--- src/rtl/fetch_ctrl.sv ---
// -----------------------------------------------------------------------------
// fetch_ctrl
// Fetch sequencer for the 32-bit CPU. It steps pc_reg through BOOT, FETCH and
// ISSUE. It requests instruction words at the current PC and hands them to
// decode over a valid/ready handshake. It also picks the next PC: sequential
// +4, a taken branch target, or the trap vector.
//
// Ports:
//   CLK, RST_N      clock (rising edge), asynchronous active-low reset
//   PC              current PC read back from pc_reg
//   PC_EN, PC_NEXT  load enable / next value driven to pc_reg
//   IMEM_REQ/ADDR   instruction memory request and address (address = PC)
//   IMEM_ACK/RDATA  memory response; RDATA is valid in the ACK cycle
//   INSTR/VALID     instruction to decode and its valid flag
//   INSTR_READY     decode accepts INSTR
//   BR_TAKEN/TARGET branch redirect, only looked at in the handshake cycle
//   TRAP            trap request level, looked at every cycle
//   MISALIGN_ERR    one-cycle pulse after a misaligned taken branch target
// -----------------------------------------------------------------------------
module fetch_ctrl #(
    parameter logic [31:0] RESET_VEC = 32'h0000_0000,
    parameter logic [31:0] TRAP_VEC  = 32'h0000_0100
) (
    input  logic        CLK,
    input  logic        RST_N,
    input  logic [31:0] PC,
    output logic        PC_EN,
    output logic [31:0] PC_NEXT,
    output logic        IMEM_REQ,
    output logic [31:0] IMEM_ADDR,
    input  logic        IMEM_ACK,
    input  logic [31:0] IMEM_RDATA,
    output logic [31:0] INSTR,
    output logic        INSTR_VALID,
    input  logic        INSTR_READY,
    input  logic        BR_TAKEN,
    input  logic [31:0] BR_TARGET,
    input  logic        TRAP,
    output logic        MISALIGN_ERR
);

    typedef enum logic [1:0] {
        BOOT  = 2'd0,
        FETCH = 2'd1,
        ISSUE = 2'd2
    } state_t;

    state_t      state;
    logic        trap_pend;
    logic [31:0] pc_plus4;
    logic        fetch_redirect;
    logic        handshake;
    logic        br_misaligned;

    // PC+4 wraps naturally in 32 bits; the carry is simply dropped.
    assign pc_plus4       = PC + 32'd4;
    // The request cannot be cancelled, so a trap seen during FETCH only takes
    // effect when the outstanding request is acknowledged.
    assign fetch_redirect = (state == FETCH) && IMEM_ACK && (trap_pend || TRAP);
    assign handshake      = (state == ISSUE) && INSTR_VALID && INSTR_READY;
    assign br_misaligned  = BR_TAKEN && (BR_TARGET[1:0] != 2'b00);

    // The request is a pure decode of the state register, so an asynchronous
    // reset removes it immediately without waiting for a clock edge.
    assign IMEM_REQ  = (state == FETCH);
    assign IMEM_ADDR = PC;

    // pc_reg load control. It must act in the same cycle as the ACK or the
    // handshake, so it is combinational. Trap has the highest priority, then
    // the branch target.
    always_comb begin
        PC_EN   = 1'b0;
        PC_NEXT = pc_plus4;
        case (state)
            BOOT: begin
                PC_EN   = 1'b1;
                PC_NEXT = RESET_VEC;
            end
            FETCH: begin
                if (fetch_redirect) begin
                    PC_EN   = 1'b1;
                    PC_NEXT = TRAP_VEC;
                end
            end
            ISSUE: begin
                if (TRAP) begin
                    PC_EN   = 1'b1;
                    PC_NEXT = TRAP_VEC;
                end else if (handshake) begin
                    PC_EN = 1'b1;
                    if (BR_TAKEN && !br_misaligned) begin
                        PC_NEXT = BR_TARGET;
                    end else if (BR_TAKEN) begin
                        PC_NEXT = TRAP_VEC;
                    end else begin
                        PC_NEXT = pc_plus4;
                    end
                end
            end
            default: begin
                PC_EN   = 1'b0;
                PC_NEXT = pc_plus4;
            end
        endcase
    end

    // State register and registered outputs. MISALIGN_ERR defaults low every
    // cycle, so a misaligned handshake produces exactly a one-cycle pulse.
    always_ff @(posedge CLK or negedge RST_N) begin
        if (!RST_N) begin
            state        <= BOOT;
            INSTR        <= 32'h0000_0000;
            INSTR_VALID  <= 1'b0;
            MISALIGN_ERR <= 1'b0;
            trap_pend    <= 1'b0;
        end else begin
            MISALIGN_ERR <= 1'b0;
            case (state)
                BOOT: begin
                    state <= FETCH;
                end
                FETCH: begin
                    if (IMEM_ACK) begin
                        trap_pend <= 1'b0;
                        if (!(trap_pend || TRAP)) begin
                            INSTR       <= IMEM_RDATA;
                            INSTR_VALID <= 1'b1;
                            state       <= ISSUE;
                        end
                    end else if (TRAP) begin
                        trap_pend <= 1'b1;
                    end
                end
                ISSUE: begin
                    // A trap squashes the held instruction whether decode
                    // is ready or not.
                    if (TRAP) begin
                        INSTR_VALID <= 1'b0;
                        state       <= FETCH;
                    end else if (handshake) begin
                        INSTR_VALID  <= 1'b0;
                        MISALIGN_ERR <= br_misaligned;
                        state        <= FETCH;
                    end
                end
                default: begin
                    state <= BOOT;
                end
            endcase
        end
    end

endmodule

--- config.mk ---
export PLATFORM = sky130hd
export DESIGN_NAME = fetch_ctrl
export DESIGN_NICKNAME = d
export VERILOG_FILES = /design/src/rtl/fetch_ctrl.sv
export SDC_FILE = /design/constraint.sdc
export NUM_CORES = 1
export LEC_CHECK = 0
export ABC_AREA = 1
export CAP_MARGIN = 25
export CORE_ASPECT_RATIO = 1.2
export CORE_MARGIN = 3
export CORE_UTILIZATION = 28
export CTS_CLUSTER_SIZE = 16
export DETAILED_ROUTE_END_ITERATION = 16
export GPL_ROUTABILITY_DRIVEN = 1
export PLACE_DENSITY = 0.64
export SYNTH_ARGS = -nofsm -noshare
export SYNTH_HDL_FRONTEND = slang
export SYNTH_SLANG_ARGS = --single-unit
--- constraint.sdc ---
create_clock -name CLK -period 2.8 [get_ports CLK]
set_clock_uncertainty 0.05 [all_clocks]
set_input_delay 0.42 -clock CLK [delete_from_list [all_inputs] [get_ports CLK]]
set_output_delay 0.42 -clock CLK [all_outputs]
set_load 0.1 [all_outputs]
After elaboration in Yosys (flattened, before gate mapping)
Cells that the tools add are included.
{"block": "op_classes", "reduce_logical": 16, "eq_ne": 5, "mux": 25, "bitwise_logic": 1, "addsub": 1}
{"cell": "$mux 32", "n": 5}
{"cell": "$pmux 32 s3", "n": 1}
{"cell": "$add 32x3->32 const B", "n": 1}
{"cell": "$mux 1", "n": 12}
{"cell": "$mux 2", "n": 4}
{"cell": "$logic_and 1x1->1", "n": 6}
{"cell": "$pmux 2 s3", "n": 1}
{"cell": "$reduce_and 3->1", "n": 2}
{"cell": "$reduce_bool 2->1", "n": 3}
{"cell": "$reduce_and 4->1", "n": 1}
{"cell": "$ne 3x3->1 const B", "n": 1}
{"cell": "$pmux 1 s3", "n": 1}
{"cell": "$eq 2x1->1 const B", "n": 1}
{"cell": "$eq 2x2->1 const B", "n": 1}
{"cell": "$logic_not 2->1", "n": 1}
{"cell": "$ne 2x1->1 const B", "n": 1}
{"cell": "$ne 2x2->1 const B", "n": 1}
{"cell": "$pmux 1 s2", "n": 1}
{"cell": "$reduce_and 2->1", "n": 1}
{"cell": "$logic_not 1->1", "n": 1}
{"cell": "$logic_or 1x1->1", "n": 1}
{"cell": "$not 1->1", "n": 1}
{"block": "word_totals", "ff_bits": 37, "in_bits": 102, "output_inout_bits": 100, "wordCells": 53}

Logic depth before layout (Yosys ltp)
Gate-level depths: netlist of run 1.
{"block": "logic_depth", "word_depth": 8, "depth_mapped": 11, "ltp_nobuf": 10}

Worst setup path after synthesis of run 1
OpenSTA, ideal clock, no wires.
{"block": "synth_timing", "kind": "register to output", "start": "reg state[1]", "end": "out PC_NEXT[10]", "slack_ps": -1707, "path_stages_with_launch": 7, "required_time_ps": 2330, "arrival_ps": 4037, "n_path_buf": 1, "path_cell_list": "dfrtp_1 nor2_2 inv_2 a21oi_2 nor2_4 buf_2 o21ai_0"}
{"block": "synth_via", "elab_cells_between_ends": 11, "classes_between": "eq/ne (2); mux (4); reduce/logical (5)"}
{"item": "start, declared", "line_no": "48", "text": "state_t state;"}
{"item": "start signal, assigned", "line_no": "111", "text": "state <= BOOT;"}
{"item": "start signal, assigned", "line_no": "120", "text": "state <= FETCH;"}
{"item": "start signal, assigned", "line_no": "128", "text": "state <= ISSUE;"}
{"item": "$eq 2x1->1 (*)"}
{"item": "named net IMEM_REQ", "line_no": "29", "text": "output logic IMEM_REQ,"}
{"item": "$logic_and 1x1->1 (2 in a row)", "line_no": "59", "text": "assign fetch_redirect = (state == FETCH) && IMEM_ACK && (trap_pend || TRAP);"}
{"item": "$mux 32", "line_no": "80", "text": "if (fetch_redirect) begin"}
{"item": "$pmux 32 s3 (*)", "line_no": "74", "text": "case (state)"}
{"item": "end, declared", "line_no": "28", "text": "output logic [31:0] PC_NEXT,"}
Mark *: on every way through the listed nets, which the timed path passes. The rest lies on a longest branch.

Final worst setup path of run 1
{"block": "layout_timing", "start": "in PC[16]", "end": "out PC_NEXT[29]"}
{"block": "layout_via", "elab_chain_len": 6, "elab_cells_between_ends": 7, "classes_between": "add/sub (1); mux (6)"}
{"item": "start, declared", "line_no": "26", "text": "input logic [31:0] PC,"}
{"item": "$add 32x3->32 (*)", "line_no": "56", "text": "assign pc_plus4 = PC + 32'd4;"}
{"item": "$mux 32", "line_no": "93", "text": "end else if (BR_TAKEN) begin"}
{"item": "$mux 32", "line_no": "91", "text": "if (BR_TAKEN && !br_misaligned) begin"}
{"item": "$mux 32", "line_no": "89", "text": "end else if (handshake) begin"}
{"item": "$mux 32", "line_no": "86", "text": "if (TRAP) begin"}
{"item": "$pmux 32 s3 (*)", "line_no": "74"}
Every way passes the cells marked *; elsewhere a longest branch is shown, timed or not.

==> flow_summary.toml, run 1 <==
[grt]
antenna_found_initial = 0
grt_pass1_wl_um = 16800
grt_max_degree = 38
gr-total-overflow = 0
gr-usage-all-layers = 0.173
grt_pass1_vias = 3428

[floorplanning]
dieWidth_um = 101
initial_core_util = 0.288
io_pins = 202
die_h_um = 121
rows = 41
dieArea_mm2 = 0.0122
core_mm2 = 0.0106

[clock_tree]
cts_made_buffers = 5
cts_max_level = 2
insertion_delay_ns = 0.28
ctsHoldBuffers = 0
clockBufferDepth = 2
cts_tree = "yes"
clock_sinks = 37
cts-root-buf = "clkbuf_16"
path_clk_slew_ns = 0.05

[sta]
max_slew.worst_pin.slew_ns = 0.463
fin_crit_sh = 0.988
rsz0062_at_grt = "false"
slew_headroom = 0.692
fmax_mhz = 361
setup_viol_count_final = 0
min_period_ns = 2.77
finalMaxSlewViolations = 0
finalHoldViolCount = 0

[outcome]
run_status = "finished clean"

[synth]
ys_seq_area_frac = 0.302
yosysUniqueCellTypes = 37
synth_top_area_frac = 0.302
synthesis.area_mm2 = 0.00306
synthArstFlopShare = 1.00
synth-edff-count = 0
synth_fp_nets = 493
syn_area_per_cell_um2 = 7.85
synth_area_leaders = "dfrtp_1 (30%), mux2_4 (14%), nand2_1 (12%)"
synth_area_leader_cell = "dfrtp_1"
ys.flop_type = "dfrtp_1"
yosys_warnings = 0
netlist_instances = 390
yosys_register_bits = 37

[routing]
wire_per_inst_um = 15.5
drt_iter0_markers = 101
ant_nets = 0
first_pass_iters = 4
vias = 3382
routed_wl_um = 11000
via_per_inst = 4.76
drcViolationCount = 0

[worst_setup_path]
endpoint_kind = "primary output"
worstPathMaxFanout = 6
criticalPathCategory = "in2out"
crit_arrival_ns = 2.30
start_kind = "input port"
cp.required_ns = 2.33

[finish]
fillCellCount = 951
seqCellArea_um2 = 927
final_util = 0.536
drive_gt1_frac = 0.383
nNetsFinal = 684
areaGrowthSynthToFinish_pct = 85.9
final_cell_mix = "nand2_1 (93), clkdlybuf4s50_1 (93), buf_4 (87)"
insertedDiodeCount = 0
multi_input_area_mm2 = 0.00189

[pwr]
powerDensity_mw_per_mm2 = 1210
ir_worst_vdd_v = 0.00124
power.total_uw = 6880
power_leakage_uw = 0.00271

[placement]
portBuffers = 201
dp_hpwl_um = 9200
finalWeightedCongestion = 0.967

[job]
max_cap_violations = 0

[min_path]
hold_path.class = "reg2reg"
==> final timing paths <==
check	start	to	slack (ns)	depth (start not counted)
max in group asynchronous	RST_N	INSTR_VALID	1.84	2
worst min register to register	INSTR[10]	INSTR[10]	0.46	1
worst max-delay path	PC[16]	PC_NEXT[29]	0.03	9
worst min-delay path	INSTR[10]	INSTR[10]	0.46	1
min in group asynchronous	RST_N	INSTR[15]	0.51	2
worst max register to register	state[0]	INSTR[22]	1.11	7
==> per-stage QoR <==
| stage | setup WS (ns) | cells | instance area, µm² | setup TNS [ns] | hold slack (ns) |
|---|---|---|---|---|---|
| floorplan | -0.160 | 390 | 3200 | -1.06 | 0.0744 |
| global placement | 0.0133 | 702 | 5410 | 0 | 0.440 |
| detailed placement | 0.0126 | 702 | 5410 | 0 | 0.446 |
| CTS | 0.00816 | 710 | 5600 | 0 | 0.461 |
| global route | 0.00698 | 711 | 5700 | 0 | 0.477 |
| finish | 0.0337 | 711 | 5700 | 0 | 0.457 |
==> metal layers <==
metal / part of all wire / wire [µm] / GRT usage / vias to the layer above
met5: 0 / 0 / 0 / -
met4: 0.018 / 201 / 0.0565 / 0
met3: 0.10 / 1110 / 0.0444 / 17
met2: 0.49 / 5410 / 0.310 / 201
met1: 0.39 / 4270 / 0.197 / 1539
li1: - / - / - / 1625
==> critical path, cell delays in order <==
cell	delay, ns
clkdlybuf4s50_1	0.63
inv_1	0.11
nor3_2	0.26
buf_4	0.15
nand4_1	0.10
o21ai_0	0.20
nand3_1	0.12
nand2_1	0.12
buf_12	0.18
==> logic make-up (layout without fill, tap and decap cells) <==
kind of cell             after synthesis  in the layout  synth area share
AND/OR/NAND/NOR                      197            197             0.293
flip-flops                            37             37             0.302
AO/OA/AOI/OAI                         39             39            0.0760
buffers and inverters                 75            267             0.147
multiplexers                          32             32             0.152
adder cells (fa/ha/maj)                1              1           0.00408
XOR/XNOR                               9              9            0.0257
==> power by group <==
part	internal [µW]	switching [µW]	total (µW)	leakage, µW
clock network	513	220	733	0.0000944
registers	795	167	962	0.000438
logic	1460	3730	5190	0.00218
==> Yosys cell counts, types with 4 or more instances <==
| master | n |
|---|---|
| inv_1 | 30 |
| nor2_1 | 33 |
| nand3_1 | 29 |
| a21oi_1 | 6 |
| nand2_2 | 6 |
| mux2_4 | 28 |
| nand2_1 | 100 |
| buf_6 | 6 |
| buf_4 | 32 |
| xor2_1 | 6 |
| mux2_2 | 4 |
| o21ai_1 | 10 |
| o21ai_0 | 10 |
| nor2_2 | 5 |
| dfrtp_1 | 37 |
| nand4_1 | 5 |
| inv_2 | 5 |
| nor3_1 | 9 |
==> state kept, by name, summed over array words and instances, names as in the netlist <==
register      cells
INSTR            32
state             2
INSTR_VALID       1
MISALIGN_ERR      1
trap_pend         1
==> what timing repair did <==
action | in CTS | in global routing
buffers inserted | 0 | 1
resized for setup | 0 | 23
endpoints found under the setup margin | 0 | 17
==> cell type report <==
class | count | area share
Clock buffer | 5 | 0.0220
Clock inverter | 3 | 0.0121
Inverter | 36 | 0.0242
Multi-Input combinational cell | 278 | 0.332
Sequential cell | 37 | 0.163
Tap cell | 129 | 0.0283
Timing Repair Buffer | 223 | 0.419
Note: power is estimated with default switching activity, not from simulation.
==> run 2, diff against run 1 <==
Clock period 2.8 ns to 3.6 ns, I/O delays scaled along.
==> run 2 against run 1 <==
Against the previous run:
- utilization shrank 3.4 points
- critical path type unchanged
- largest cell class unchanged
- global-route usage grew 0.097 points
- first-iteration DRC count grew 13%
- combinational power shrank 23%
- critical endpoint unchanged
==> flow_summary.toml, run 2 (same netlist as run 1, synthesis figures left out) <==
[outcome]
run_status = "finished clean"

[sta]
tns_ns = 0
fmax_mhz = 323
finalHoldViolCount = 0
slew_headroom = 0.319
setup_viol_count_final = 0
max_slew.worst_pin.slew_ns = 1.02
min_period_ns = 3.10
finalMaxSlewViolations = 0
rsz0062_at_grt = "false"
fin_ws_ns = 0.500
fin_crit_sh = 0.861

[finish]
drive_gt1_frac = 0.253
final_cell_mix = "clkdlybuf4s50_1 (134), nand2_1 (100), dfrtp_1 (37)"
reg_top3 = "INSTR x32, state x2"
nNetsFinal = 663
top_register = "INSTR"
multi_input_area_mm2 = 0.00171
final_util = 0.502
seqCellArea_um2 = 926
areaGrowthSynthToFinish_pct = 74.1
final_common_cell = "clkdlybuf4s50_1"
insertedDiodeCount = 0
fillCellCount = 1010
largest_reg_flops = 32

[floorplanning]
die_h_um = 121
dieArea_mm2 = 0.0122
core_mm2 = 0.0106
rows = 41
dieWidth_um = 101
initial_core_util = 0.288
io_pins = 202

[pwr]
seqPwrFrac = 0.143
powerDensity_mw_per_mm2 = 971
swShare = 0.608
pwr-share-clk = 0.085
switchingPower_uw = 3150
internal_power_uw = 2030
ir_worst_vdd_v = 0.000849
power_leakage_uw = 0.00244
p_comb_frac = 0.772

[placement]
pre_cts_ws_ns = 0.552
portBuffers = 201
dp_hpwl_um = 8830
finalWeightedCongestion = 1.02

[routing]
drt_iter0_markers = 114
wire_per_inst_um = 15.6
ant_nets = 0
first_pass_iters = 4
drcViolationCount = 0
via_per_inst = 4.70
vias = 3245
routed_wl_um = 10800

[grt]
grt_max_degree = 38
gr-total-overflow = 0
grt_pass1_vias = 3429
antenna_found_initial = 0
gr-usage-all-layers = 0.174
grt_pass1_wl_um = 17000

[worst_setup_path]
crit_chain = "clkdlybuf4s50_1 -> inv_1 -> nor3_1 -> nand4_1 -> o21ai_0 -> nand3_1 -> nand2_1 -> buf_12"
r2r.worst_path.cells = 5
endpoint_kind = "primary output"
crit_cells = 8
criticalPathCategory = "in2out"
crit_arrival_ns = 2.51
worst-path-buf-inv = 3
slowest_delay_ns = 0.59
worstPathMaxFanout = 5
start_kind = "input port"
cp.required_ns = 3.01
r2r_slack_ns = 1.86
critical-path-top-delay-family = "simple AND/OR/NAND/NOR gates"
crit_slowest_cell = "clkdlybuf4s50_1"

[clock_tree]
cts_max_level = 2
cts_made_buffers = 5
cts_tree = "yes"
insertion_delay_ns = 0.28
clock_sinks = 37
ctsHoldBuffers = 0
postCtsSetupBuffers = 0
cts-root-buf = "clkbuf_16"
cts-resized-gates = 0
clockBufferDepth = 2
path_clk_slew_ns = 0.06

[job]
max_cap_violations = 0

[min_path]
hold_path.class = "in2async"
==> run 2: changes by cell type in the layout (fill, tap and decap cells not counted), sizes merged <==
cell,before,now
bufinv,2,0
dlymetal6s2s,8,0
buf,122,68
clkdlybuf4s50,93,134
clkbuf,5,6
inv,37,36
clkinv,0,2
==> run 2: metal layers <==
metal / part of all wire / global-route usage / vias to the layer above
met2: 0.50 / 0.311 / 210
met4: 0.016 / 0.0599 / 0
met1: 0.38 / 0.198 / 1438
li1: - / - / 1584
met3: 0.10 / 0.0444 / 13
met5: 0 / 0 / -
==> run 2: worst reg2reg max path: cells and delay by family (launching register included) <==
family / cells / cell delay (ns)
simple gates: 3 / 0.61
flops: 1 / 0.43
mux: 1 / 0.45
buf+inv: 1 / 0.09
==> run 2: area by class of cell <==
| cell class | instances | area share |
|---|---|---|
| Tap cell | 129 | 0.0303 |
| Clock buffer | 6 | 0.0260 |
| Inverter | 36 | 0.0258 |
| Timing Repair Buffer | 202 | 0.422 |
| Clock inverter | 2 | 0.00258 |
| Sequential cell | 37 | 0.174 |
| Multi-Input combinational cell | 278 | 0.320 |
==> run 2: per-stage QoR <==
stage	total power, µW	area [µm²]	instances	hold slack [ns]
5_1_grt	5350	5330	690	0.364
2_1_floorplan	3640	3080	390	0.194
4_1_cts	5220	5330	690	0.334
3_5_place_dp	4750	5180	682	0.444
6_report	5180	5330	690	0.308
3_3_place_gp	4740	5180	682	0.438
==> run 2: power by group through the flow <==
stage	Clock, µW	Sequential (µW)	Combinational (µW)
finish	441	738	4000
global placement	0	735	4000
floorplan	0	2110	1530
detailed placement	0	731	4020
global route	475	763	4110
CTS	460	739	4020
==> run 2: path summary, 6_finish.rpt <==
path | startpoint | to
setup reg to reg | state[1] | INSTR[9]
hold / removal | RST_N | INSTR[31]
setup / recovery | PC[23] | PC_NEXT[29]
hold reg to reg | INSTR[22] | INSTR[22]
min in group CLK | INSTR[22] | INSTR[22]
max in group asynchronous | RST_N | INSTR[24]
